===== config.mk =====
export PLATFORM = sky130hd
export DESIGN_NAME = traffic_tick_ext_gen_flat
export DESIGN_NICKNAME = d
export VERILOG_FILES = /design/src/rtl/traffic_pkg.sv /design/src/rtl/traffic_tick_ext_gen_if.sv /design/src/rtl/sensor_debounce.sv /design/src/rtl/traffic_tick_ext_gen.sv /design/src/flat_wrapper.sv
export SDC_FILE = /design/constraint.sdc
export NUM_CORES = 1
export LEC_CHECK = 0
export ABC_AREA = 1
export ABC_CLOCK_PERIOD_IN_PS = 1800
export CORE_UTILIZATION = 55
export CTS_CLUSTER_DIAMETER = 60
export DETAILED_ROUTE_END_ITERATION = 6
export PLACE_DENSITY = 0.82
export REMOVE_ABC_BUFFERS = 1
export SLEW_MARGIN = 20
export SYNTH_ARGS = -nofsm -noshare
export SYNTH_HDL_FRONTEND = slang
export SYNTH_SLANG_ARGS = --single-unit

===== constraint.sdc =====
create_clock -name clk -period 1.8 [get_ports clk]
set_clock_uncertainty 0.1 [all_clocks]
set_input_delay 0.36 -clock clk [delete_from_list [all_inputs] [get_ports clk]]
set_output_delay 0.36 -clock clk [all_outputs]
set_load 0.03 [all_outputs]

===== src/rtl/traffic_pkg.sv =====
// Shared types and widths for the traffic tick/extension front-end.
// Optional statistics counter is enabled by defining TRAFFIC_EXT_STATS_EN.
package traffic_pkg;
  typedef enum logic [1:0] {
    IDLE  = 2'd0,
    ARMED = 2'd1,
    GAP   = 2'd2
  } state_t;

  localparam int EXT_CNT_W = 4;
  localparam int DENIED_W  = 8;
endpackage


===== src/rtl/traffic_tick_ext_gen_if.sv =====
// Signal bundle between the tick/extension generator and its environment.
// TRAFFIC_EXT_STATS_EN adds the ext_denied counter to the bundle.
interface traffic_tick_ext_gen_if;
  import traffic_pkg::*;

  // No valid/ready here: tick and extension are single-cycle strobes with no
  // back-pressure; extension is only ever high in a cycle where tick is high.
  logic                 sensor_raw;
  logic                 ns_green;
  logic                 tick;
  logic                 extension;
  logic [EXT_CNT_W-1:0] ext_count;
  logic                 vehicle_seen;
  state_t               state;
`ifdef TRAFFIC_EXT_STATS_EN
  logic [DENIED_W-1:0]  ext_denied;

  modport master (output sensor_raw, ns_green,
                  input  tick, extension, ext_count, vehicle_seen, state, ext_denied);
  modport slave  (input  sensor_raw, ns_green,
                  output tick, extension, ext_count, vehicle_seen, state, ext_denied);
`else
  modport master (output sensor_raw, ns_green,
                  input  tick, extension, ext_count, vehicle_seen, state);
  modport slave  (input  sensor_raw, ns_green,
                  output tick, extension, ext_count, vehicle_seen, state);
`endif
endinterface


===== src/rtl/sensor_debounce.sv =====
// Two-flop synchroniser plus stability counter for the vehicle detector.
// The debounced level flips after DEB_CYCLES consecutive disagreeing synced samples.
module sensor_debounce #(
  parameter int DEB_CYCLES = 16
) (
  input  logic clk,
  input  logic reset,
  input  logic sensor_raw,
  output logic vehicle_seen
);
  localparam int CW = $clog2(DEB_CYCLES + 1);

  logic          sync_1;
  logic          sync_2;
  logic [CW-1:0] stab_cnt;

  always_ff @(posedge clk or posedge reset) begin
    if (reset) begin
      sync_1       <= 1'b0;
      sync_2       <= 1'b0;
      stab_cnt     <= '0;
      vehicle_seen <= 1'b0;
    end else begin
      sync_1 <= sensor_raw;
      sync_2 <= sync_1;
      if (sync_2 != vehicle_seen) begin
        if (stab_cnt == CW'(DEB_CYCLES - 1)) begin
          vehicle_seen <= sync_2;
          stab_cnt     <= '0;
        end else begin
          stab_cnt <= stab_cnt + 1'b1;
        end
      end else begin
        stab_cnt <= '0;
      end
    end
  end
endmodule


===== src/rtl/traffic_tick_ext_gen.sv =====
// Tick prescaler, request latch and rate-limited extension grant FSM.
// Defining TRAFFIC_EXT_STATS_EN adds the saturating ext_denied counter.
module traffic_tick_ext_gen
  import traffic_pkg::*;
#(
  parameter int TICK_DIV   = 50_000_000,
  parameter int DEB_CYCLES = 16,
  parameter int MAX_EXT    = 3,
  parameter int GAP_TICKS  = 2
) (
  input logic                  clk,
  input logic                  reset,
  traffic_tick_ext_gen_if.slave bus
);
  localparam int DIV_W = $clog2(TICK_DIV);
  localparam int GAP_W = (GAP_TICKS > 0) ? $clog2(GAP_TICKS + 1) : 1;

  logic [DIV_W-1:0]     div_cnt;
  logic                 wrap;
  logic                 tick_q;
  logic                 ext_q;
  logic                 vehicle_seen;
  logic                 seen_q;
  logic                 rise;
  logic                 req_pending;
  logic                 grant;
  state_t               state;
  logic [EXT_CNT_W-1:0] ext_count;
  logic [GAP_W-1:0]     gap_cnt;

  sensor_debounce #(.DEB_CYCLES(DEB_CYCLES)) u_debounce (
    .clk          (clk),
    .reset        (reset),
    .sensor_raw   (bus.sensor_raw),
    .vehicle_seen (vehicle_seen)
  );

  // Every decision is taken in the wrap cycle so it lands in the same flop stage as tick.
  assign wrap  = (div_cnt == DIV_W'(TICK_DIV - 1));
  assign rise  = vehicle_seen & ~seen_q;
  assign grant = wrap && bus.ns_green && (state == ARMED) && req_pending &&
                 (ext_count < EXT_CNT_W'(MAX_EXT));

  always_ff @(posedge clk or posedge reset) begin
    if (reset) begin
      div_cnt <= '0;
      tick_q  <= 1'b0;
    end else begin
      div_cnt <= wrap ? '0 : div_cnt + 1'b1;
      tick_q  <= wrap;
    end
  end

  // A fresh edge beats a same-cycle grant so it is served at the following tick.
  always_ff @(posedge clk or posedge reset) begin
    if (reset) begin
      seen_q      <= 1'b0;
      req_pending <= 1'b0;
    end else begin
      seen_q <= vehicle_seen;
      if (!bus.ns_green)  req_pending <= 1'b0;
      else if (rise)      req_pending <= 1'b1;
      else if (grant)     req_pending <= 1'b0;
    end
  end

  always_ff @(posedge clk or posedge reset) begin
    if (reset) begin
      state     <= IDLE;
      ext_count <= '0;
      gap_cnt   <= '0;
      ext_q     <= 1'b0;
    end else if (!bus.ns_green) begin
      state     <= IDLE;
      ext_count <= '0;
      gap_cnt   <= '0;
      ext_q     <= 1'b0;
    end else begin
      ext_q <= grant;
      if (wrap) begin
        case (state)
          IDLE:  state <= ARMED;
          ARMED: begin
            if (grant) begin
              ext_count <= ext_count + 1'b1;
              if (GAP_TICKS != 0) begin
                state   <= GAP;
                gap_cnt <= '0;
              end
            end
          end
          GAP: begin
            if (gap_cnt == GAP_W'(GAP_TICKS - 1)) state <= ARMED;
            else gap_cnt <= gap_cnt + 1'b1;
          end
          default: state <= IDLE;
        endcase
      end
    end
  end

`ifdef TRAFFIC_EXT_STATS_EN
  logic [DENIED_W-1:0] denied;

  // A request still pending when the phase ends at the cap is a denied extension.
  always_ff @(posedge clk or posedge reset) begin
    if (reset) begin
      denied <= '0;
    end else if (!bus.ns_green && req_pending &&
                 (ext_count == EXT_CNT_W'(MAX_EXT)) && (denied != '1)) begin
      denied <= denied + 1'b1;
    end
  end

  assign bus.ext_denied = denied;
`endif

  assign bus.tick         = tick_q;
  assign bus.extension    = ext_q;
  assign bus.ext_count    = ext_count;
  assign bus.vehicle_seen = vehicle_seen;
  assign bus.state        = state;
endmodule

===== src/flat_wrapper.sv =====
// flat-port wrapper written by rule: the top's interface ports become plain ports
module traffic_tick_ext_gen_flat import traffic_pkg::*;
#(
  parameter int TICK_DIV   = 50_000_000,
  parameter int DEB_CYCLES = 16,
  parameter int MAX_EXT    = 3,
  parameter int GAP_TICKS  = 2
)
  (clk, reset, bus_sensor_raw, bus_ns_green, bus_tick, bus_extension, bus_ext_count, bus_vehicle_seen, bus_state);
  traffic_tick_ext_gen_if bus_i ();
  input logic clk;
  input logic reset;
  input wire logic [$bits(bus_i.sensor_raw)-1:0] bus_sensor_raw;
  input wire logic [$bits(bus_i.ns_green)-1:0] bus_ns_green;
  output wire logic [$bits(bus_i.tick)-1:0] bus_tick;
  output wire logic [$bits(bus_i.extension)-1:0] bus_extension;
  output wire logic [$bits(bus_i.ext_count)-1:0] bus_ext_count;
  output wire logic [$bits(bus_i.vehicle_seen)-1:0] bus_vehicle_seen;
  output wire logic [$bits(bus_i.state)-1:0] bus_state;
  assign bus_i.sensor_raw = bus_sensor_raw;
  assign bus_i.ns_green = bus_ns_green;
  assign bus_tick = bus_i.tick;
  assign bus_extension = bus_i.extension;
  assign bus_ext_count = bus_i.ext_count;
  assign bus_vehicle_seen = bus_i.vehicle_seen;
  assign bus_state = bus_i.state;
  traffic_tick_ext_gen #(.TICK_DIV(TICK_DIV), .DEB_CYCLES(DEB_CYCLES), .MAX_EXT(MAX_EXT), .GAP_TICKS(GAP_TICKS)) u_core (.clk(clk), .reset(reset), .bus(bus_i));
endmodule

## After elaboration in Yosys (flattened, before gate mapping)

Cells that the tools add are included.

| storage, ports and cells | value |
|---|---|
| register bits | 46 |
| bits of input ports | 4 |
| word-level logic and storage cells | 63 |
| output and inout port bits | 9 |

| cells by class | value |
|---|---|
| reduce and logical (&&, ||, !) cells | 9 |
| equal/unequal tests | 14 |
| bitwise operators | 2 |
| muxes and demuxes | 21 |
| $lt $le $gt $ge | 1 |
| $add $sub $neg | 4 |

Operator list:

| operator | number |
|---|---|
| adder 26 x 1 -> 26 bit (second input constant) | 1 |
| equality test 26 bit (second input constant) | 1 |
| two-way mux 26 bit | 1 |
| two-way mux 2 bit | 8 |
| two-way mux 4 bit | 4 |
| two-way mux 5 bit | 2 |
| != test 2 x 1 -> 1 bit (second input constant) | 3 |
| != test 3 x 1 -> 1 bit (second input constant) | 2 |
| != test 3 x 2 -> 1 bit (second input constant) | 2 |
| one-hot mux 2 bit (3 select lines) | 1 |
| AND reduction 3 bit | 2 |
| adder 5 x 1 -> 5 bit (second input constant) | 1 |
| equality test 5 x 4 -> 1 bit (second input constant) | 1 |
| adder 4 x 1 -> 4 bit (second input constant) | 1 |
| equality test 2 x 1 -> 1 bit (second input constant) | 2 |
| logical AND 1 bit | 4 |
| less-than comparator 4 x 2 -> 1 bit (second input constant) | 1 |
| two-way mux 1 bit | 4 |
| one-hot mux 2 bit (2 select lines) | 1 |
| AND reduction 4 bit | 1 |
| != test 3 bit (second input constant) | 1 |
| adder 2 x 1 -> 2 bit (second input constant) | 1 |
| equality test 2 bit (second input constant) | 1 |
| zero test 2 bit | 1 |
| other kinds (4) | 4 |

## Depth between registers and ports, before layout

Gate-level depths: netlist (run 1).

| logic depth | value |
|---|---|
| depth after elaboration | 9 |
| mapped depth | 11 |
| gate-level depth less buffers | 11 |

## Modules after synthesis

Synthesis (run 1) repeated with hierarchy kept, for this count alone.

| unflattened totals | value |
|---|---|
| cells, all modules | 314 |
| area total of the unflattened synthesis | 2479.9 µm² |

Modules (own cells, without submodules):

| module | instances | cells each | seq. area each (µm²) | area each (µm²) |
|---|---|---|---|---|
| traffic_tick_ext_gen | 1 | 277 | 950.9 | 2149.6 |
| sensor_debounce | 1 | 37 | 200.2 | 330.3 |

## Least setup slack after synthesis (run 1)

No wires, ideal clock.

| timing | value |
|---|---|
| path kind | reg2reg |
| from | reg u_core.div_cnt[0] |
| to | reg u_core.div_cnt[24] |
| setup time | 0.122 ns |
| clock period less this slack | 1.525 ns |
| buffers on the path | 0 |
| slack | 0.275 ns |
| stages on the path, launching flop included | 10 |
| arrival | 1.302 ns |
| data required time | 1.578 ns |
| path through | dfrtp_1 -> ha_1 -> nand3_2 -> inv_2 -> nand2_2 -> nor2_1 -> nand2_1 -> inv_1 -> nand2_1 -> xor2_1 |

| on the way | value |
|---|---|
| word-level cells in the longest chain between the ends | 2 |
| elaborated cells on any way between the ends | 3 |
| classes of those cells | add/sub: 1; eq/ne: 1; mux: 1 |

Ends and longest elaborated chain:

| element | line | source |
|---|---|---|
| from (decl) | traffic_tick_ext_gen.sv:18 | `logic [DIV_W-1:0] div_cnt;` |
| from (signal assigned) | traffic_tick_ext_gen.sv:49 | `div_cnt <= wrap ? '0 : div_cnt + 1'b1;` |
| adder 26 x 1 -> 26 bit / equality test 26 bit (equally long branches) | traffic_tick_ext_gen.sv:49, traffic_tick_ext_gen.sv:39 |  |
| two-way mux 26 bit * | traffic_tick_ext_gen.sv:49 |  |

Mark *: on every way between the ends. The rest lies on a longest branch, timed or not.
A chain may end at the register's enable or synchronous reset.

## Worst setup path in the final report (run 1)

| timing | value |
|---|---|
| from | reg u_core.ext_q, in the netlist u_core.bus.extension |
| to | out bus_extension |

RTL lines:

| element | line | source |
|---|---|---|
| from (decl) | traffic_tick_ext_gen.sv:21 | `logic ext_q;` |
| from (signal assigned) | traffic_tick_ext_gen.sv:79 | `ext_q <= grant;` |
| to (decl) | flat_wrapper.sv:16 | `output wire logic [$bits(bus_i.extension)-1:0] bus_extension;` |

No word-level cell between the ends.

==> results of run 1 <==
[worst min path at each step]
stage | to | depth (start not counted) | startpoint
after CTS | u_core.u_debounce.sync_2 | 0 | u_core.u_debounce.sync_1
final | u_core.u_debounce.sync_2 | 0 | u_core.u_debounce.sync_1
after detailed placement | u_core.u_debounce.sync_2 | 0 | u_core.u_debounce.sync_1
after floorplan | u_core.u_debounce.sync_2 | 0 | u_core.u_debounce.sync_1
after global routing | u_core.u_debounce.sync_2 | 0 | u_core.u_debounce.sync_1
after global placement | u_core.u_debounce.sync_2 | 0 | u_core.u_debounce.sync_1
[state kept, by name, summed over array words and instances, names as in the netlist]
name / flops
u_core.u_debounce.stab_cnt: 5
u_core.bus.state: 2
u_core.bus.tick: 1
u_core.u_debounce.sync_1: 1
u_core.u_debounce.vehicle_seen: 1
u_core.gap_cnt: 2
u_core.div_cnt: 26
u_core.seen_q: 1
u_core.u_debounce.sync_2: 1
u_core.bus.extension: 1
u_core.bus.ext_count: 4
u_core.req_pending: 1
[where the power goes]
part,switching (uW),internal (uW),leakage (uW)
Sequential,4.75,1040,0.000621
Clock,346,274,0.0000452
Combinational,34.7,18.8,0.000808
Total,386,1330,0.00147
[metal layers]
layer / routed length, um / up-vias / track usage
met5: 0 / - / 0
met4: 129 / 0 / 0.102
met3: 174 / 11 / 0.0543
met2: 2130 / 40 / 0.367
met1: 2320 / 954 / 0.302
li1: - / 1037 / -
[logic make-up after synthesis]
family,count (synthesis),share of synthesized area
and+or+nand+nor,190,0.355
buffers and inverters,52,0.0807
DFF,46,0.467
xor gates and xnor gates,14,0.0497
AOI/OAI and AO/OA,11,0.0233
adders and majority gates,4,0.0203
muxes,1,0.00457
[stage by stage]
step / power [uW] / setup WS [ns] / util / cells
floorplan: 1090 / 0.252 / - / 317
global placement: 1120 / 0.111 / 0.648 / 383
detailed placement: 1120 / 0.0560 / 0.648 / 383
CTS: 1740 / 0.0206 / 0.666 / 391
global route: 1780 / 0.0126 / 0.673 / 393
finish: 1720 / 0.0379 / 0.673 / 393
[layout make-up]
| class | instances | area, sq um |
|---|---|---|
| Fill cell | 342 | 1360 |
| Sequential cell | 46 | 1150 |
| Multi-Input combinational cell | 220 | 1130 |
| Inverter | 51 | 191 |
| Timing Repair Buffer | 18 | 171 |
| Clock buffer | 6 | 72.6 |
| Tap cell | 50 | 62.6 |
| Clock inverter | 2 | 13.8 |
[cell usage in the layout (no fill, tap or decap)]
| master | netlist | layout |
|---|---|---|
| sky130_fd_sc_hd__and2_1 | 1 | 1 |
| sky130_fd_sc_hd__and3_1 | 1 | 1 |
| sky130_fd_sc_hd__buf_4 | 1 | 5 |
| sky130_fd_sc_hd__xor2_1 | 11 | 11 |
| sky130_fd_sc_hd__xnor2_1 | 3 | 3 |
| sky130_fd_sc_hd__inv_1 | 48 | 47 |
| sky130_fd_sc_hd__nor2_4 | 2 | 2 |
| sky130_fd_sc_hd__nor2_1 | 55 | 53 |
| sky130_fd_sc_hd__nor3_4 | 2 | 2 |
| sky130_fd_sc_hd__clkinv_4 | 0 | 1 |
| sky130_fd_sc_hd__nor2_2 | 7 | 9 |
| sky130_fd_sc_hd__buf_12 | 0 | 1 |
| sky130_fd_sc_hd__nand3_2 | 1 | 1 |
| sky130_fd_sc_hd__clkbuf_8 | 0 | 5 |
| sky130_fd_sc_hd__nand3b_1 | 2 | 2 |
| sky130_fd_sc_hd__dlygate4sd2_1 | 0 | 7 |
| sky130_fd_sc_hd__dlymetal6s2s_1 | 0 | 1 |
| sky130_fd_sc_hd__dfrtp_1 | 46 | 46 |
| sky130_fd_sc_hd__o21ai_0 | 6 | 6 |
| sky130_fd_sc_hd__inv_2 | 3 | 4 |
| sky130_fd_sc_hd__nor3_1 | 4 | 4 |
| sky130_fd_sc_hd__ha_2 | 0 | 1 |
| sky130_fd_sc_hd__nand2_2 | 10 | 11 |
| sky130_fd_sc_hd__a21oi_1 | 4 | 4 |
| sky130_fd_sc_hd__a211oi_1 | 1 | 1 |
| sky130_fd_sc_hd__clkinv_2 | 0 | 1 |
| sky130_fd_sc_hd__mux2_2 | 1 | 1 |
| sky130_fd_sc_hd__or3_1 | 1 | 1 |
| sky130_fd_sc_hd__clkbuf_1 | 0 | 1 |
| sky130_fd_sc_hd__ha_1 | 4 | 3 |
| sky130_fd_sc_hd__clkdlybuf4s50_1 | 0 | 4 |
| sky130_fd_sc_hd__nand3_1 | 22 | 22 |
| sky130_fd_sc_hd__nand4_1 | 10 | 10 |
| sky130_fd_sc_hd__nand2_1 | 72 | 71 |
[repair_timing]
item | CTS | global route
pin swaps | 0 | 1
setup buffers | 0 | 2
endpoints found under the hold margin | 0 | 0
setup endpoints to repair | 7 | 8
gates resized for setup | 7 | 5
==> results.tsv, run 1 <==
metric	value	unit
final setup violating endpoints	0	
Yosys warning total	0	
share of final-layout standard cells stronger than drive strength 1	0.128	
Fin Setup TNS	0	ns
flops & latches, synth	46	
Cells after Synth	318	
area fraction of the dominant cell type after synthesis	0.467	
number of endpoints with negative hold slack in the final report	0	
CP max FO	1	
number of routed nets with antenna violations	0	
leakage	0.00147	uW
Avg Vias per Cell	5.20	
setup repair after global routing missed its margin	false	
Num Clock Sinks	46	
GRT overflow	0	
Initial Util	0.595	
post-detailed-route wirelength per cell	12.1	um
synth-to-layout area growth	13.1	%
leading post-synthesis cells by instance count	72 x sky130_fd_sc_hd__nand2_1, 55 x sky130_fd_sc_hd__nor2_1, 48 x sky130_fd_sc_hd__inv_1, 46 x sky130_fd_sc_hd__dfrtp_1, 22 x sky130_fd_sc_hd__nand3_1	
achievable frequency	567	MHz
GRT Resource Usage Total	0.232	
series of cell instances along the critical path	clkdlybuf4s50_1	
Hold Path Class	reg -> reg	
area of the mapped netlist	2470	sq um
data required time at the worst endpoint	1.34	ns
buffer levels on the longest clock path	2	
maximum resistive drop on vdd	0.000419	V
portion of the clock cycle consumed by the worst path in the final layout	0.979	
routability congestion estimate	0.956	
Clock Pin Slew Worst Setup and Hold Paths	0.09	ns
summed area of non-filler cells in the final layout	2790	sq um
Critical Path Slowest Stage Cell	sky130_fd_sc_hd__clkdlybuf4s50_1	
result of the run	finished, final reports clean	
ranking of synthesized cells by area	sky130_fd_sc_hd__dfrtp_1 47%, sky130_fd_sc_hd__nand2_1 11%, sky130_fd_sc_hd__nor2_1 8.4%	
core area	4140	sq um
power per cell area	616	nW/um^2
TritonCTS Buffers	5	
number of logic stages on the critical path including buffering	1	
count of buffers from port buffering	12	
cts hold-fix bufs	0	
Total Die Area	4760	sq um
Worst path top cell family by delay	buffers and inverters	
number of enable-type register cells in the synthesized netlist	0	
number of max-cap violations	0	
origin of the critical flop-to-flop path	u_core.div_cnt[1]	
Slew Viols, Final	0	
number of standard-cell rows in the floorplan	23	
startpoint of the most critical setup path	u_core.bus.extension	
drc violations	0	
worst slew margin relative to its limit	0.734	
number of buffers and inverters on the critical path	1	
Worst-Margin Slew	0.398	ns
overall die width	69.0	um
worst-skew pair later-pin latency	0.31	ns
final critical path time including I/O delays and setup	1.76	ns
number of vias in the routed layout	2042	
H-tree levels	2	
depth of the worst register-to-register path	6	
post-layout net count	350	
wire length of the first global-routing pass	7.94	mm
vias in the first global route	1844	
Starting DRT DRC Count	108	
post-detailed-placement half-perimeter wirelength	3.59	mm
asr flop ratio synth	1.00	
CTS tree	yes	
area leader, netlist	sky130_fd_sc_hd__dfrtp_1	
root buffer cell	sky130_fd_sc_hd__clkbuf_8	
Mapped Avg Cell Area	7.76	sq um
number of antenna violations at the first check in global routing	0	
reg2reg setup slack	0.15	ns
worst hold slack	0.268	ns
Top FF cell, synth	sky130_fd_sc_hd__dfrtp_1	
overall die height	69.0	um
category of the most critical setup path	reg -> out	
pin count of the biggest net entering global routing	47	
leading cell type by number of instances after synthesis	sky130_fd_sc_hd__nand2_1	
category of the worst setup path launch point	register	
type of destination of the critical path	primary output	
end of the worst register-to-register path	u_core.div_cnt[15]	
termination of the worst setup path	bus_extension	
Arr. time, crit path	1.30	ns
total placed instance area	2680	sq um
Pre-Repair DR Iteration Count	4	
register area share after synthesis	0.467	
count of different cell masters after synthesis	25	
IO Pins	13	
number of diodes added for antenna fixing	0	
routed wire length	4.76	mm
max incr delay on CP	0.67	ns
(Power assumes the default switching activity.)
==> run 2: changes to the inputs <==
--- a/config.mk
+++ b/config.mk
@@ -7,6 +7,7 @@
 export LEC_CHECK = 0
 export ABC_AREA = 1
 export ABC_CLOCK_PERIOD_IN_PS = 1800
+export CORE_MARGIN = 3
 export CORE_UTILIZATION = 55
 export CTS_CLUSTER_DIAMETER = 60
 export DETAILED_ROUTE_END_ITERATION = 6
==> constraint.sdc (replaced) <==
create_clock -name clk -period 1.8 [get_ports clk]
set_clock_uncertainty 0.1 [all_clocks]
set_input_delay 0.36 -clock clk [delete_from_list [all_inputs] [get_ports clk]]
set_output_delay 0.36 -clock clk [all_outputs]
set_load 0.1 [all_outputs]
==> run 2 against run 1 <==
  * Global-route usage shrank 2.3 points
  * Via count shrank 0.54%
  * Sequential share of layout area shrank 1.4 points
  * Sequential power is essentially flat
  * Design area grew 3.5%
  * Hold slack gained 0.0093 ns
  * Cell count shrank 0.25%
  * Clock power grew 5.6%
  * Flip-flop and latch count is the same
  * First-iteration DRC count grew 57%
  * Critical path type is now reg -> reg
  * Largest cell class unchanged
  * Largest power group unchanged
==> results.tsv, run 2 (synthesized netlist as in run 1, its figures left out) <==
metric	value	unit
result of the run	finished, final reports clean	
vias in the first global route	1940	
number of routed nets with antenna violations	0	
Switching Share	0.220	
power per cell area	607	nW/um^2
Slew Viols, Final	0	
worst hold slack	0.277	ns
portion of the clock cycle consumed by the worst path in the final layout	0.922	
number of antenna violations at the first check in global routing	0	
startpoint of the most critical setup path	u_core.div_cnt[1]	
CP max FO	4	
max incr delay on CP	0.38	ns
Starting DRT DRC Count	170	
origin of the critical flop-to-flop path	u_core.div_cnt[1]	
synth-to-layout area growth	17.0	%
hold path start	u_core.u_debounce.sync_1	
series of cell instances along the critical path	ha_2 > nand3_2 > inv_2 > nand2_2 > nor2_2 > nand2_2 > nor2_1 > nand2_1 > nand2_1 > nor2_1	
portion of total power attributed to sequential cells	0.596	
overall die width	73.0	um
overall die height	73.0	um
most common cell after layout, fill and taps aside	sky130_fd_sc_hd__nand2_1	
crit path setup slack, layout	0.140	ns
CTS tree	yes	
setup repair after global routing missed its margin	false	
H-tree levels	2	
TritonCTS Buffers	5	
Worst path top cell family by delay	simple AND/OR/NAND/NOR gates	
root buffer cell	sky130_fd_sc_hd__clkbuf_8	
most frequent cells in the layout	71 x sky130_fd_sc_hd__nand2_1, 54 x sky130_fd_sc_hd__nor2_1, 46 x sky130_fd_sc_hd__inv_1, 46 x sky130_fd_sc_hd__dfrtp_1, 22 x sky130_fd_sc_hd__nand3_1	
buffer levels on the longest clock path	2	
Hold Path Class	reg -> reg	
final critical path time including I/O delays and setup	1.66	ns
Worst-Margin Slew	0.387	ns
worst slack at placement	0.0713	ns
number of max-cap violations	0	
leading registers by flop count	u_core.div_cnt (26), u_core.u_debounce.stab_cnt (5), u_core.bus.ext_count (4)	
Initial Util	0.591	
reg2reg setup slack	0.14	ns
final setup violating endpoints	0	
data required time at the worst endpoint	1.89	ns
GRT overflow	0	
count of buffers from port buffering	12	
Avg Vias per Cell	5.18	
routability congestion estimate	0.944	
share of final-layout standard cells stronger than drive strength 1	0.155	
worst-skew pair later-pin latency	0.30	ns
Largest Register	u_core.div_cnt	
number of endpoints with negative hold slack in the final report	0	
achievable frequency	602	MHz
routed wire length	5.11	mm
cell internal power dissipation	1370	uW
number of diodes added for antenna fixing	0	
Pre-Repair DR Iteration Count	4	
number of cells in the finished layout apart from fillers	392	
Util after Layout	0.692	
net switching power	386	uW
combinational group share of total power	0.030	
Num Clock Sinks	46	
Placed Cells incl. Taps	384	
post-detailed-placement half-perimeter wirelength	3.88	mm
number of standard-cell rows in the floorplan	23	
max FFs per register	26	
Clock Pin Slew Worst Setup and Hold Paths	0.08	ns
Arr. time, crit path	1.75	ns
total power consumption of the routed design	1750	uW
core area	4170	sq um
category of the most critical setup path	reg -> reg	
wire length of the first global-routing pass	8.64	mm
Critical Path Slowest Stage Cell	sky130_fd_sc_hd__dfrtp_1	
relative contribution of the clock network to total power	0.374	
leakage	0.00146	uW
drc violations	0	
Total Die Area	5320	sq um
category of the worst setup path launch point	register	
post-detailed-route wirelength per cell	13.0	um
post-layout net count	349	
number of buffers and inverters on the critical path	1	
number of vias in the routed layout	2031	
type of destination of the critical path	register	
worst slew margin relative to its limit	0.741	
GRT Resource Usage Total	0.210	
IO Pins	13	
Post-CTS Setup Inserts	0	
maximum resistive drop on vdd	0.000590	V
pin count of the biggest net entering global routing	47	
-- run 2: power groups by stage --
stage	logic, uW	registers [uW]	clock network [uW]
after floorplan	29.2	1060	0
after global placement	53.7	1060	0
after detailed placement	54.8	1070	0
after CTS	54.9	1050	671
after global routing	61.4	1050	710
final	53.3	1050	655
-- run 2: path summary, 6_finish.rpt --
check                      depth (start not counted)                        to
setup / recovery                                  10        u_core.div_cnt[20]
hold / removal                                     0  u_core.u_debounce.sync_2
setup reg to reg                                  10        u_core.div_cnt[20]
hold reg to reg                                    0  u_core.u_debounce.sync_2
max in group asynchronous                          3        u_core.div_cnt[14]
min in group asynchronous                          3   u_core.bus.ext_count[0]
-- run 2: repair_timing --
item / in CTS / in global routing
endpoints found under the setup margin: 0 / 4
hold buffers: 0 / 0
resized for setup: 0 / 5
-- run 2: layout make-up --
class / count / area, sq um
timing repair buffer: 17 / 260
fill: 324 / 1290
clock buffer: 6 / 82.6
sequential: 46 / 1150
clock inverter: 2 / 12.5
tap: 50 / 62.6
multi-input combinational: 220 / 1120
inverter: 51 / 194
-- run 2: metal layers --
metal	share of wire	routed length (um)	track usage
met1	0.46	2330	0.282
met2	0.48	2450	0.337
met3	0.049	249	0.0468
met4	0.015	75	0.0676
met5	0	0	0
-- run 2: through the flow --
step	setup TNS (ns)	instance area, sq um
after floorplan	-0.838	2460
after global placement	0	2780
after detailed placement	0	2780
after CTS	0	2880
after global routing	0	2890
final	0	2890
==> run 3: changes to the inputs <==
--- a/config.mk
+++ b/config.mk
@@ -10,9 +10,10 @@
 export CORE_MARGIN = 3
 export CORE_UTILIZATION = 55
 export CTS_CLUSTER_DIAMETER = 60
+export CTS_CLUSTER_SIZE = 8
 export DETAILED_ROUTE_END_ITERATION = 6
 export PLACE_DENSITY = 0.82
-export REMOVE_ABC_BUFFERS = 1
+export SKIP_CTS_REPAIR_TIMING = 1
 export SLEW_MARGIN = 20
 export SYNTH_ARGS = -nofsm -noshare
 export SYNTH_HDL_FRONTEND = slang
==> run 3 against run 2 <==
  * Routed wire length shrank 3.2%
  * Via count grew 1.6%
  * Register-to-register slack is essentially flat
  * Die area is the same
  * Cell count grew 0.26%
  * Non-clock buffer count grew 1
  * Sequential share of layout area is essentially flat
  * Highest routed layer unchanged
==> results.tsv, run 3 (synthesized netlist as in run 1, its figures left out) <==
metric	value	unit
result of the run	finished, final reports clean	
Starting DRT DRC Count	163	
top layer used by detailed routing	met4	
power per cell area	613	nW/um^2
metal1 wirelength	2.22	mm
maximum resistive drop on vdd	0.000451	V
Switching Share	0.243	
Arr. time, crit path	1.73	ns
count of buffers from port buffering	12	
final setup violating endpoints	0	
GRT overflow	0	
H-tree levels	2	
portion of total power attributed to sequential cells	0.587	
leading registers by flop count	u_core.div_cnt (26), u_core.u_debounce.stab_cnt (5), u_core.bus.ext_count (4)	
IO Pins	13	
Largest Register	u_core.div_cnt	
Slew Viols, Final	0	
synth-to-layout area growth	17.7	%
number of endpoints with negative hold slack in the final report	0	
achievable frequency	607	MHz
portion of the clock cycle consumed by the worst path in the final layout	0.915	
worst slack at placement	0.0523	ns
number of logic stages on the critical path including buffering	6	
overall die height	73.0	um
overall die width	73.0	um
Hold Path Class	reg -> reg	
number of standard-cell rows in the floorplan	23	
CTS tree	yes	
share of final-layout standard cells stronger than drive strength 1	0.166	
number of cells in the finished layout apart from fillers	393	
total power consumption of the routed design	1780	uW
Worst-Margin Slew	0.367	ns
number of vias in the routed layout	2063	
crit path setup slack, layout	0.154	ns
Critical Path Slowest Stage Cell	sky130_fd_sc_hd__dfrtp_1	
relative contribution of the clock network to total power	0.383	
buffer levels on the longest clock path	2	
Pre-Repair DR Iteration Count	4	
Sequential cell area	1160	sq um
drc violations	0	
number of buffers and inverters on the critical path	1	
number of max-cap violations	0	
met3 WL post-DR	217	um
vias in the first global route	1997	
combinational group share of total power	0.030	
leakage	0.00146	uW
Util after Layout	0.695	
depth of the worst register-to-register path	6	
max incr delay on CP	0.39	ns
category of the worst setup path launch point	register	
number of diodes added for antenna fixing	0	
CP max FO	8	
most common cell after layout, fill and taps aside	sky130_fd_sc_hd__nand2_1	
GRT Resource Usage Total	0.216	
worst-skew pair later-pin latency	0.30	ns
category of the most critical setup path	reg -> reg	
Placed Cells incl. Taps	383	
Num Clock Sinks	46	
wire length on met2	2.45	mm
wire length of the first global-routing pass	8.94	mm
post-layout net count	350	
routed wire length	4.94	mm
TritonCTS Buffers	5	
nets in the synthesized netlist	326	
Total Die Area	5320	sq um
most frequent cells in the layout	71 x sky130_fd_sc_hd__nand2_1, 54 x sky130_fd_sc_hd__nor2_1, 47 x sky130_fd_sc_hd__inv_1	
max FFs per register	26	
worst hold slack	0.278	ns
post-detailed-placement half-perimeter wirelength	3.80	mm
core area	4170	sq um
net switching power	432	uW
Avg Vias per Cell	5.25	
final critical path time including I/O delays and setup	1.65	ns
post-detailed-route wirelength per cell	12.6	um
Clock Pin Slew Worst Setup and Hold Paths	0.09	ns
type of destination of the critical path	register	
number of routed nets with antenna violations	0	
root buffer cell	sky130_fd_sc_hd__clkbuf_8	
data required time at the worst endpoint	1.88	ns
series of cell instances along the critical path	ha_2 > nand3_2 > inv_2 > nand3_1 > nor3_4 > nor2_1	
worst hold stages	0	
number of antenna violations at the first check in global routing	0	
Initial Util	0.591	
area used by multi-input combinational logic	1130	sq um
worst slew margin relative to its limit	0.755	
cell internal power dissipation	1350	uW
pin count of the biggest net entering global routing	47	
Worst path top cell family by delay	simple AND/OR/NAND/NOR gates	
fillcell total	320	
routability congestion estimate	0.936	
==> run 3: final timing paths <==
| check | start | endpoint | slack [ns] |
|---|---|---|---|
| setup reg to reg | u_core.div_cnt[1] | u_core.div_cnt[25] | 0.15 |
| max in group asynchronous | reset | u_core.bus.ext_count[0] | 1.07 |
| hold / removal | u_core.u_debounce.sync_1 | u_core.u_debounce.sync_2 | 0.28 |
| setup / recovery | u_core.div_cnt[1] | u_core.div_cnt[25] | 0.15 |
| min in group asynchronous | reset | u_core.bus.ext_count[3] | 0.31 |
| hold reg to reg | u_core.u_debounce.sync_1 | u_core.u_debounce.sync_2 | 0.28 |
==> run 3: power groups by stage <==
stage | logic (uW) | registers (uW) | clock network, uW
after CTS | 55.8 | 1050 | 695
after global routing | 63.2 | 1050 | 729
after detailed placement | 55.8 | 1070 | 0
after global placement | 53.8 | 1060 | 0
final | 53.7 | 1050 | 681
after floorplan | 32.9 | 1060 | 0
==> run 3: final cells by class <==
class                           count  area share
Multi-Input combinational cell    220       0.389
Timing Repair Buffer               18      0.0923
Sequential cell                    46       0.398
Tap cell                           50      0.0216
Clock buffer                        5      0.0237
Inverter                           51      0.0660
Clock inverter                      3     0.00906
==> run 3: per-layer routing <==
layer / GRT usage / up-vias
met5: 0 / -
met4: 0.0615 / 0
met3: 0.0413 / 8
met2: 0.353 / 45
met1: 0.293 / 972
li1: - / 1038
==> run 3: per-stage QoR <==
step / cell area [sq um] / TNS, ns
floorplan: 2470 / 0
global placement: 2780 / 0
detailed placement: 2780 / 0
CTS: 2870 / 0
global route: 2900 / -0.0356
finish: 2900 / 0
